File: src/rtl/spi_reg_bank.sv
`default_nettype none
// =============================================================================
// spi_reg_bank - SPI-slave register bank with burst read/write, all on iclk
// Rev 1.0
// =============================================================================
module spi_reg_bank #(
  parameter int                        NUM_REGS    = 8,
  parameter int                        REG_W       = 8,
  parameter int                        ADDR_W      = 7,
  parameter int                        SYNC_STAGES = 2,
  parameter bit                        LSB_FIRST   = 1'b1,
  parameter logic [NUM_REGS*REG_W-1:0] RESET_VALS  = '0
) (
  input  logic                      iclk,
  input  logic                      rst,
  input  logic                      sclk,
  input  logic                      csn,
  input  logic                      serial_in,
  output logic                      serial_out,
  output logic                      serial_oe,
  output logic [NUM_REGS*REG_W-1:0] regs_flat,
  output logic [NUM_REGS-1:0]       wr_pulse,
  output logic                      addr_err,
  output logic                      busy
);

  localparam int c_HDR_W = ADDR_W + 1;
  localparam int c_CUR_W = (NUM_REGS > 1) ? $clog2(NUM_REGS) : 1;
  localparam int c_MAXW  = (c_HDR_W > REG_W) ? c_HDR_W : REG_W;
  localparam int c_CNT_W = $clog2(c_MAXW + 1);

  typedef enum logic [2:0] {
    S_IDLE = 3'd0,
    S_HDR  = 3'd1,
    S_WR   = 3'd2,
    S_RD   = 3'd3,
    S_SKIP = 3'd4
  } state_t;

  state_t                 r_state, w_state_next;
  logic [SYNC_STAGES-1:0] r_sclk_sync, r_csn_sync, r_sdi_sync;
  logic                   r_sclk_prev, r_csn_prev;
  logic [c_CNT_W-1:0]     r_bit_cnt;
  logic [c_HDR_W-1:0]     r_hdr;
  logic [REG_W-1:0]       r_rx, r_tx, r_wdata;
  logic [c_CUR_W-1:0]     r_cur, r_wsel;
  logic                   r_commit, r_rd_armed;
  logic [REG_W-1:0]       r_regs [NUM_REGS];

  logic                   w_sclk_rise, w_sclk_fall, w_csn_rise, w_csn_fall, w_sdi;
  logic [c_HDR_W-1:0]     w_hdr_next;
  logic [ADDR_W-1:0]      w_hdr_addr;
  logic                   w_hdr_rw, w_hdr_done, w_addr_bad, w_drive;
  logic [REG_W-1:0]       w_rx_next, w_tx_shift;
  logic                   w_tx_bit;
  logic [c_CUR_W-1:0]     w_cur_inc, w_hdr_sel;

  // csn chain resets low: a frame cut by rst cannot resume until csn is seen high again
  always_ff @(posedge iclk or posedge rst) begin
    if (rst) begin
      r_sclk_sync <= '0;
      r_csn_sync  <= '0;
      r_sdi_sync  <= '0;
      r_sclk_prev <= 1'b0;
      r_csn_prev  <= 1'b0;
    end else begin
      r_sclk_sync <= {r_sclk_sync[SYNC_STAGES-2:0], sclk};
      r_csn_sync  <= {r_csn_sync[SYNC_STAGES-2:0], csn};
      r_sdi_sync  <= {r_sdi_sync[SYNC_STAGES-2:0], serial_in};
      r_sclk_prev <= r_sclk_sync[SYNC_STAGES-1];
      r_csn_prev  <= r_csn_sync[SYNC_STAGES-1];
    end
  end

  assign w_sclk_rise = r_sclk_sync[SYNC_STAGES-1] & ~r_sclk_prev;
  assign w_sclk_fall = ~r_sclk_sync[SYNC_STAGES-1] & r_sclk_prev;
  assign w_csn_rise  = r_csn_sync[SYNC_STAGES-1] & ~r_csn_prev;
  assign w_csn_fall  = ~r_csn_sync[SYNC_STAGES-1] & r_csn_prev;
  assign w_sdi       = r_sdi_sync[SYNC_STAGES-1];

  assign w_hdr_next = LSB_FIRST ? {w_sdi, r_hdr[c_HDR_W-1:1]} : {r_hdr[c_HDR_W-2:0], w_sdi};
  assign w_rx_next  = LSB_FIRST ? {w_sdi, r_rx[REG_W-1:1]}    : {r_rx[REG_W-2:0], w_sdi};
  assign w_tx_shift = LSB_FIRST ? {1'b0, r_tx[REG_W-1:1]}     : {r_tx[REG_W-2:0], 1'b0};
  assign w_tx_bit   = LSB_FIRST ? r_tx[0] : r_tx[REG_W-1];

  assign w_hdr_rw   = w_hdr_next[ADDR_W];
  assign w_hdr_addr = w_hdr_next[ADDR_W-1:0];
  assign w_hdr_sel  = w_hdr_addr[c_CUR_W-1:0];
  assign w_hdr_done = (r_state == S_HDR) && w_sclk_rise &&
                      (r_bit_cnt == c_CNT_W'(c_HDR_W - 1));
  assign w_addr_bad = ({{(32-ADDR_W){1'b0}}, w_hdr_addr} >= 32'(NUM_REGS));
  assign w_cur_inc  = (r_cur == c_CUR_W'(NUM_REGS - 1)) ? '0 : r_cur + 1'b1;
  assign w_drive    = (r_state == S_RD) && !w_csn_rise;

  always_ff @(posedge iclk or posedge rst) begin
    if (rst) r_state <= S_IDLE;
    else     r_state <= w_state_next;
  end

  always_comb begin
    w_state_next = r_state;
    case (r_state)
      S_IDLE:  if (w_csn_fall) w_state_next = S_HDR;
      S_HDR:   if (w_hdr_done) w_state_next = w_addr_bad ? S_SKIP : (w_hdr_rw ? S_RD : S_WR);
      default: w_state_next = r_state;
    endcase
    if (w_csn_rise) w_state_next = S_IDLE;
  end

  always_ff @(posedge iclk or posedge rst) begin
    if (rst) begin
      r_bit_cnt  <= '0;
      r_hdr      <= '0;
      r_rx       <= '0;
      r_tx       <= '0;
      r_cur      <= '0;
      r_wsel     <= '0;
      r_wdata    <= '0;
      r_commit   <= 1'b0;
      r_rd_armed <= 1'b0;
      addr_err   <= 1'b0;
      serial_oe  <= 1'b0;
      serial_out <= 1'b0;
    end else begin
      r_commit   <= 1'b0;
      addr_err   <= w_hdr_done & w_addr_bad;
      serial_oe  <= w_drive;
      serial_out <= w_drive ? w_tx_bit : 1'b0;
      case (r_state)
        S_IDLE: begin
          r_bit_cnt  <= '0;
          r_rd_armed <= 1'b0;
        end
        S_HDR: if (w_sclk_rise) begin
          r_hdr <= w_hdr_next;
          if (w_hdr_done) begin
            r_bit_cnt <= '0;
            r_cur     <= w_hdr_sel;
            r_tx      <= r_regs[w_hdr_sel];
          end else begin
            r_bit_cnt <= r_bit_cnt + 1'b1;
          end
        end
        // Sampling continues in the cycle csn rise is seen, so a just-completed word still commits
        S_WR: if (w_sclk_rise) begin
          r_rx <= w_rx_next;
          if (r_bit_cnt == c_CNT_W'(REG_W - 1)) begin
            r_bit_cnt <= '0;
            r_commit  <= 1'b1;
            r_wsel    <= r_cur;
            r_wdata   <= w_rx_next;
            r_cur     <= w_cur_inc;
          end else begin
            r_bit_cnt <= r_bit_cnt + 1'b1;
          end
        end
        // Only a fall that follows a data rise advances; the fall right after the header is skipped
        S_RD: begin
          if (w_sclk_rise) begin
            r_rd_armed <= 1'b1;
          end else if (w_sclk_fall && r_rd_armed) begin
            r_rd_armed <= 1'b0;
            if (r_bit_cnt == c_CNT_W'(REG_W - 1)) begin
              r_bit_cnt <= '0;
              r_cur     <= w_cur_inc;
              r_tx      <= r_regs[w_cur_inc];
            end else begin
              r_bit_cnt <= r_bit_cnt + 1'b1;
              r_tx      <= w_tx_shift;
            end
          end
        end
        default: r_rd_armed <= 1'b0;
      endcase
    end
  end

  always_ff @(posedge iclk or posedge rst) begin
    if (rst) begin
      for (int k = 0; k < NUM_REGS; k++) r_regs[k] <= RESET_VALS[k*REG_W +: REG_W];
      wr_pulse <= '0;
    end else begin
      wr_pulse <= '0;
      if (r_commit) begin
        r_regs[r_wsel]   <= r_wdata;
        wr_pulse[r_wsel] <= 1'b1;
      end
    end
  end

  for (genvar k = 0; k < NUM_REGS; k++) begin : g_flat
    assign regs_flat[k*REG_W +: REG_W] = r_regs[k];
  end

  assign busy = (r_state != S_IDLE);

endmodule
`default_nettype wire

File: config.mk
export PLATFORM = sky130hd
export DESIGN_NAME = spi_reg_bank
export DESIGN_NICKNAME = d
export VERILOG_FILES = /design/src/rtl/spi_reg_bank.sv
export SDC_FILE = /design/constraint.sdc
export NUM_CORES = 1
export LEC_CHECK = 0
export CORE_UTILIZATION = 48
export DETAILED_ROUTE_END_ITERATION = 6
export DONT_BUFFER_PORTS = 1
export PLACE_DENSITY = 0.66
export RECOVER_POWER = 100
export SETUP_SLACK_MARGIN = 0.5
export SLEW_MARGIN = 20
export SYNTH_ARGS = -nofsm -noshare
export SYNTH_HDL_FRONTEND = slang
export SYNTH_SLANG_ARGS = --single-unit
File: constraint.sdc
create_clock -name iclk -period 8.8 [get_ports iclk]
set_clock_uncertainty 0.05 [all_clocks]
set_input_delay 1.76 -clock iclk [delete_from_list [all_inputs] [get_ports iclk]]
set_output_delay 1.76 -clock iclk [all_outputs]
set_load 0.01 [all_outputs]
Yosys cells after proc, flatten, opt, wreduce, memory -nomap -nowiden
Cells that the tools add are included.

$add $sub $neg: 2. Magnitude comparators: 7. Eq/ne operators: 13. Multiplexer cells: 46. Bitwise operators: 13. Reductions and logical operators: 22.

Operator list (count): $mux W8 (11); $bwmux W64 (1); $bmux W8 S3 (2); $mux W3 (11); $demux W8 S3 (1); $mux W4 (6); $pmux W4 S4 (1); $pmux W8 S2 (1); $ge A4 B4 Y1 const B (3); $not A3 Y4 (3); $reduce_and A5 Y1 (2); $pmux W3 S3 (1); $reduce_bool A3 Y1 (3); $mux W1 (8); $ne A2 B2 Y1 const B (4); $ge A7 B4 Y1 const B (1); $eq A3 B2 Y1 const B (2); $logic_and A1 B1 Y1 (6); $ne A3 B3 Y1 const B (2); $pmux W3 S2 (1); $reduce_and A2 Y1 (3); $reduce_and A3 Y1 (2); $reduce_and A6 Y1 (1); $and A1 B1 Y1 (5); other kinds (18) (22).

Register bits after elaboration: 130. Input port bits: 5. Word-level logic and storage cells: 130.

Depth between registers and ports, before layout
Depth in word-level cells: 10. Depth in mapped cells: 8.

Worst setup path before layout
OpenSTA, ideal clock, no wires.

Path kind: register to output. Start point: reg r_state[0]. End point: out busy. Arrival: 884 ps. Required time: 6990 ps. Setup slack: 6106 ps. Cell stages (with the launch flop): 4. Path through: dfrtp_1 -> buf_2 -> nor3_1 -> inv_1.

Longest elaborated chain between the ends: 1.

RTL lines: from (decl) (line 40) `state_t r_state, w_state_next;`; from (signal assigned) (line 97) `else r_state <= w_state_next;`; $reduce_bool A3 Y1 (line 195) `assign busy = (r_state != S_IDLE);`; to (decl) (line 24) `output logic busy`.

Every way passes these cells.

Worst setup path after layout
Start point: reg r_state[1]. End point: reg r_wdata[6].

Longest elaborated chain between the ends: 2.

RTL lines: $eq A3 B2 Y1 (line 129) `case (r_state)`; $reduce_and A3 Y1 (no source line); to (signal assigned) (line 151) `r_wdata <= w_rx_next;`; to (decl) (line 45) `logic [REG_W-1:0] r_rx, r_tx, r_wdata;`.

Every way passes these cells. A chain may end at the register's enable or synchronous reset.

==> summary.txt <==
Run status
  – Status: finished with violations
  – Failing checks: max-capacitance violations, max-slew violations

Synthesis
  – Synthesis Warnings: 0
  – Commonest cells in the netlist: dfrtp_1 (128), nand2_1 (109), mux2_2 (50), o21ai_0 (30), mux4_2 (17)
  – Ys async rst share: 1.000
  – Synth Instances: 536
  – Sequential area share after synthesis: 0.5190
  – Top-count cell post-synth: dfrtp_1
  – Synth top area share: 0.5190
  – Syn_area_per_cell: 11.52 um^2
  – Largest area contributor in the netlist: dfrtp_1
  – Net count after synthesis: 545
  – Synth Flop Type: dfrtp_1
  – Post-synth EDFFs: 0
  – Number of distinct library cells after synthesis: 59
  – Main area contributors after synthesis: dfrtp_1 (52%), mux2_2 (9.1%), nand2_1 (6.6%), mux4_2 (6.2%), mux2i_1 (2.4%)
  – Synthesized area: 6172 um^2
  – Synth Register Bits: 128

CTS
  – Longest Clk Path Bufs: 2
  – Clock Latency Late Sink: 0.42 ns
  – CTS H-Tree Depth: 4
  – Root Buffer: clkbuf_16
  – Setup Buffers After CTS: 0
  – CTS tree: yes
  – Hold-fix buffers at CTS: 0
  – Clock Pin Slew Worst Setup and Hold Paths: 0.05 ns
  – Clk sinks: 128
  – PostCTS Resize Cnt: 0
  – TritonCTS buffer count: 17

Timing
  – Final min period: 3.791 ns
  – Final Cycle Share: 0.4308
  – Final Worst Setup Slack: 5.009 ns
  – Slew Limit Fails: 132
  – Setup TNS: 0 ns
  – Final Hold Viols: 0
  – Final setup fails: 0
  – Worst Max-Slew Pin Slew: 2.410 ns
  – Max Clock Freq: 263.8 MHz
  – RSZ-0062 raised after global routing: false
  – Relative slew margins: -0.6187

Place
  – Routability cong.: 0.8716
  – Post-DP HPWL: 11.05 mm
  – Worst slack at placement: 5.648 ns
  – Post-DP Area: 6236 um^2
  – Port Buf Inserts: 0

Critical path
  – Kind of cell adding the most delay to the critical path: simple AND/OR/NAND/NOR gates
  – Reg2reg path depth: 4
  – Worst path slowest cell: nor3_1
  – CP Data Required Time: 9.05 ns
  – Critical path buffer and inverter count: 1
  – Critical-path cell list: clkinvlp_2, or3_1, nor3_1, mux2_2
  – Worst-path fanout max: 12
  – CP max stage delay: 1.81 ns
  – Crit Path Category: reg2reg
  – Crit path DAT: 4.04 ns
  – Crit. End Element: flop
  – Levels on crit path: 4
  – Startpoint type of the worst setup path: flop

Global routing
  – Global Route Usage Sum: 0.2576
  – Vias in the first global route: 4288
  – Antenna violations before repair: 0
  – First-pass GRT wire length: 24.96 mm
  – Gr ovfl total: 0
  – Pin count of the biggest net entering global routing: 78

Cells and area
  – Fillers: 1052
  – Final nets: 535
  – Fin area: 6830 um^2
  – Area Overhead vs Synth: 10.66%
  – Antenna diodes: 0
  – Share of cells above drive strength 1: 0.2119
  – Sequential Area: 3203 um^2
  – Post-route core utilization: 0.5435
  – Multi-input gate area: 2698 um^2

Die
  – Die area: 13320 um^2
  – I/O Pins: 81
  – # rows: 41
  – Starting Density: 0.4911
  – Die extent in x: 115.4 um
  – Die Span Y: 115.4 um
  – Area of the core: 12570 um^2

Routing
  – DR DRC count: 0
  – 1st-pass router iterations: 7
  – Met3 Wirelength: 1.400 mm
  – Total Routed Length: 16.06 mm
  – Via/cell ratio: 6.203
  – Met2 wire len: 7.728 mm
  – Vias: 4404
  – Routed metal-1 wirelength: 6.632 mm
  – Violation count after the first detailed-route iteration: 362
  – Max Used Layer: met4
  – Routed len/inst: 22.62 um
  – Post-route ant nets: 0

Job
  – Max Cap Violations: 6

Hold path
  – Worst Hold Class: reg2reg
  – Hold Path Depth: 0

Power and ir drop
  – Power Dens Cells: 245.0 nW/um^2
  – Worst vdd ir: 0.0001151 V
  – Static leakage power: 0.003165 uW
  – Post-layout total power: 1673 uW
[routing by layer]
layer | vias up | global-route usage
met2 | 203 | 0.4068
met3 | 28 | 0.07327
li1 | 1920 | -
met1 | 2253 | 0.3399
met5 | - | 0
met4 | 0 | 0.09351
[state kept, by name (all words and copies together), names as in the netlist]
| signal | cells |
|---|---|
| regs_flat | 64 |
| r_sdi_sync | 2 |
| r_hdr | 7 |
| r_wdata | 8 |
| r_bit_cnt | 4 |
| r_rd_armed | 1 |
| wr_pulse | 8 |
| serial_out | 1 |
| r_csn_sync | 2 |
| r_rx | 7 |
| r_commit | 1 |
| r_sclk_sync | 2 |
| r_csn_prev | 1 |
| r_tx | 8 |
| r_state | 3 |
| r_wsel | 3 |
| serial_oe | 1 |
| addr_err | 1 |
| r_sclk_prev | 1 |
| r_cur | 3 |
[final cells by class]
| class | count | share of cell area |
|---|---|---|
| Sequential cell | 128 | 0.4690 |
| Multi-Input combinational cell | 366 | 0.3949 |
| Clock buffer | 22 | 0.07236 |
| Tap cell | 172 | 0.03151 |
| Clock inverter | 9 | 0.02253 |
| Inverter | 10 | 0.005862 |
| Timing Repair Buffer | 3 | 0.003847 |
[worst register-to-register path: stages, from the launching register on]
cell,delay [ns]
dfrtp_1,0.56
clkinvlp_2,0.32
or3_1,0.46
nor3_1,1.81
mux2_2,0.47
[stage by stage]
stage	hold slack, ns	std cells
2_1_floorplan	0.2812	536
3_3_place_gp	0.2850	678
3_5_place_dp	0.2894	678
4_1_cts	0.3014	709
5_1_grt	0.3092	710
6_report	0.2989	710
[path summary, 6_finish.rpt]
| check | start | endpoint | slack [ns] |
|---|---|---|---|
| worst max-delay path | r_state[1] | r_wdata[6] | 5.01 |
| worst min-delay path | r_sclk_sync[0] | r_sclk_sync[1] | 0.30 |
| worst max register to register | r_state[1] | r_wdata[6] | 5.01 |
| worst min register to register | r_sclk_sync[0] | r_sclk_sync[1] | 0.30 |
| max in group asynchronous | rst | r_wdata[2] | 5.10 |
| min in group asynchronous | rst | r_state[0] | 1.80 |
[placed cells by master (no fill, tap or decap), types with 3 or more instances in the layout]
cell and n:
mux4_2 17, mux2i_1 15, clkinv_1 4, a221o_1 7, nor2_1 18, nor3b_1 3
bufinv_16 4, ha_1 4, clkbuf_16 17, dfrtp_1 128, mux2_2 49, nand4_1 3
o22ai_1 7, nand2b_1 4, nor2b_1 5, or3_1 8, inv_1 4, mux2_4 9
nand2_1 109, o21ai_0 30, a221oi_1 15, clkbuf_8 5, nand3_1 13, nor3_1 13
a21oi_1 8
[report_power, final]
group	total (uW)	internal [uW]	switching [uW]	leakage [uW]
Clock	762	509	253	0.000314
Sequential	710	642	68.2	0.00174
Combinational	201	95.8	106	0.00111
Total	1670	1250	427	0.00317
[cell families after synthesis]
kind of cell | Yosys count | synth area share
DFF | 128 | 0.5190
muxes | 92 | 0.2013
AOI/OAI and AO/OA | 79 | 0.08899
and+or+nand+nor | 191 | 0.1472
buffers and inverters | 42 | 0.03548
adders and majority gates | 4 | 0.008109
Power figures use the tool's default switching activity.
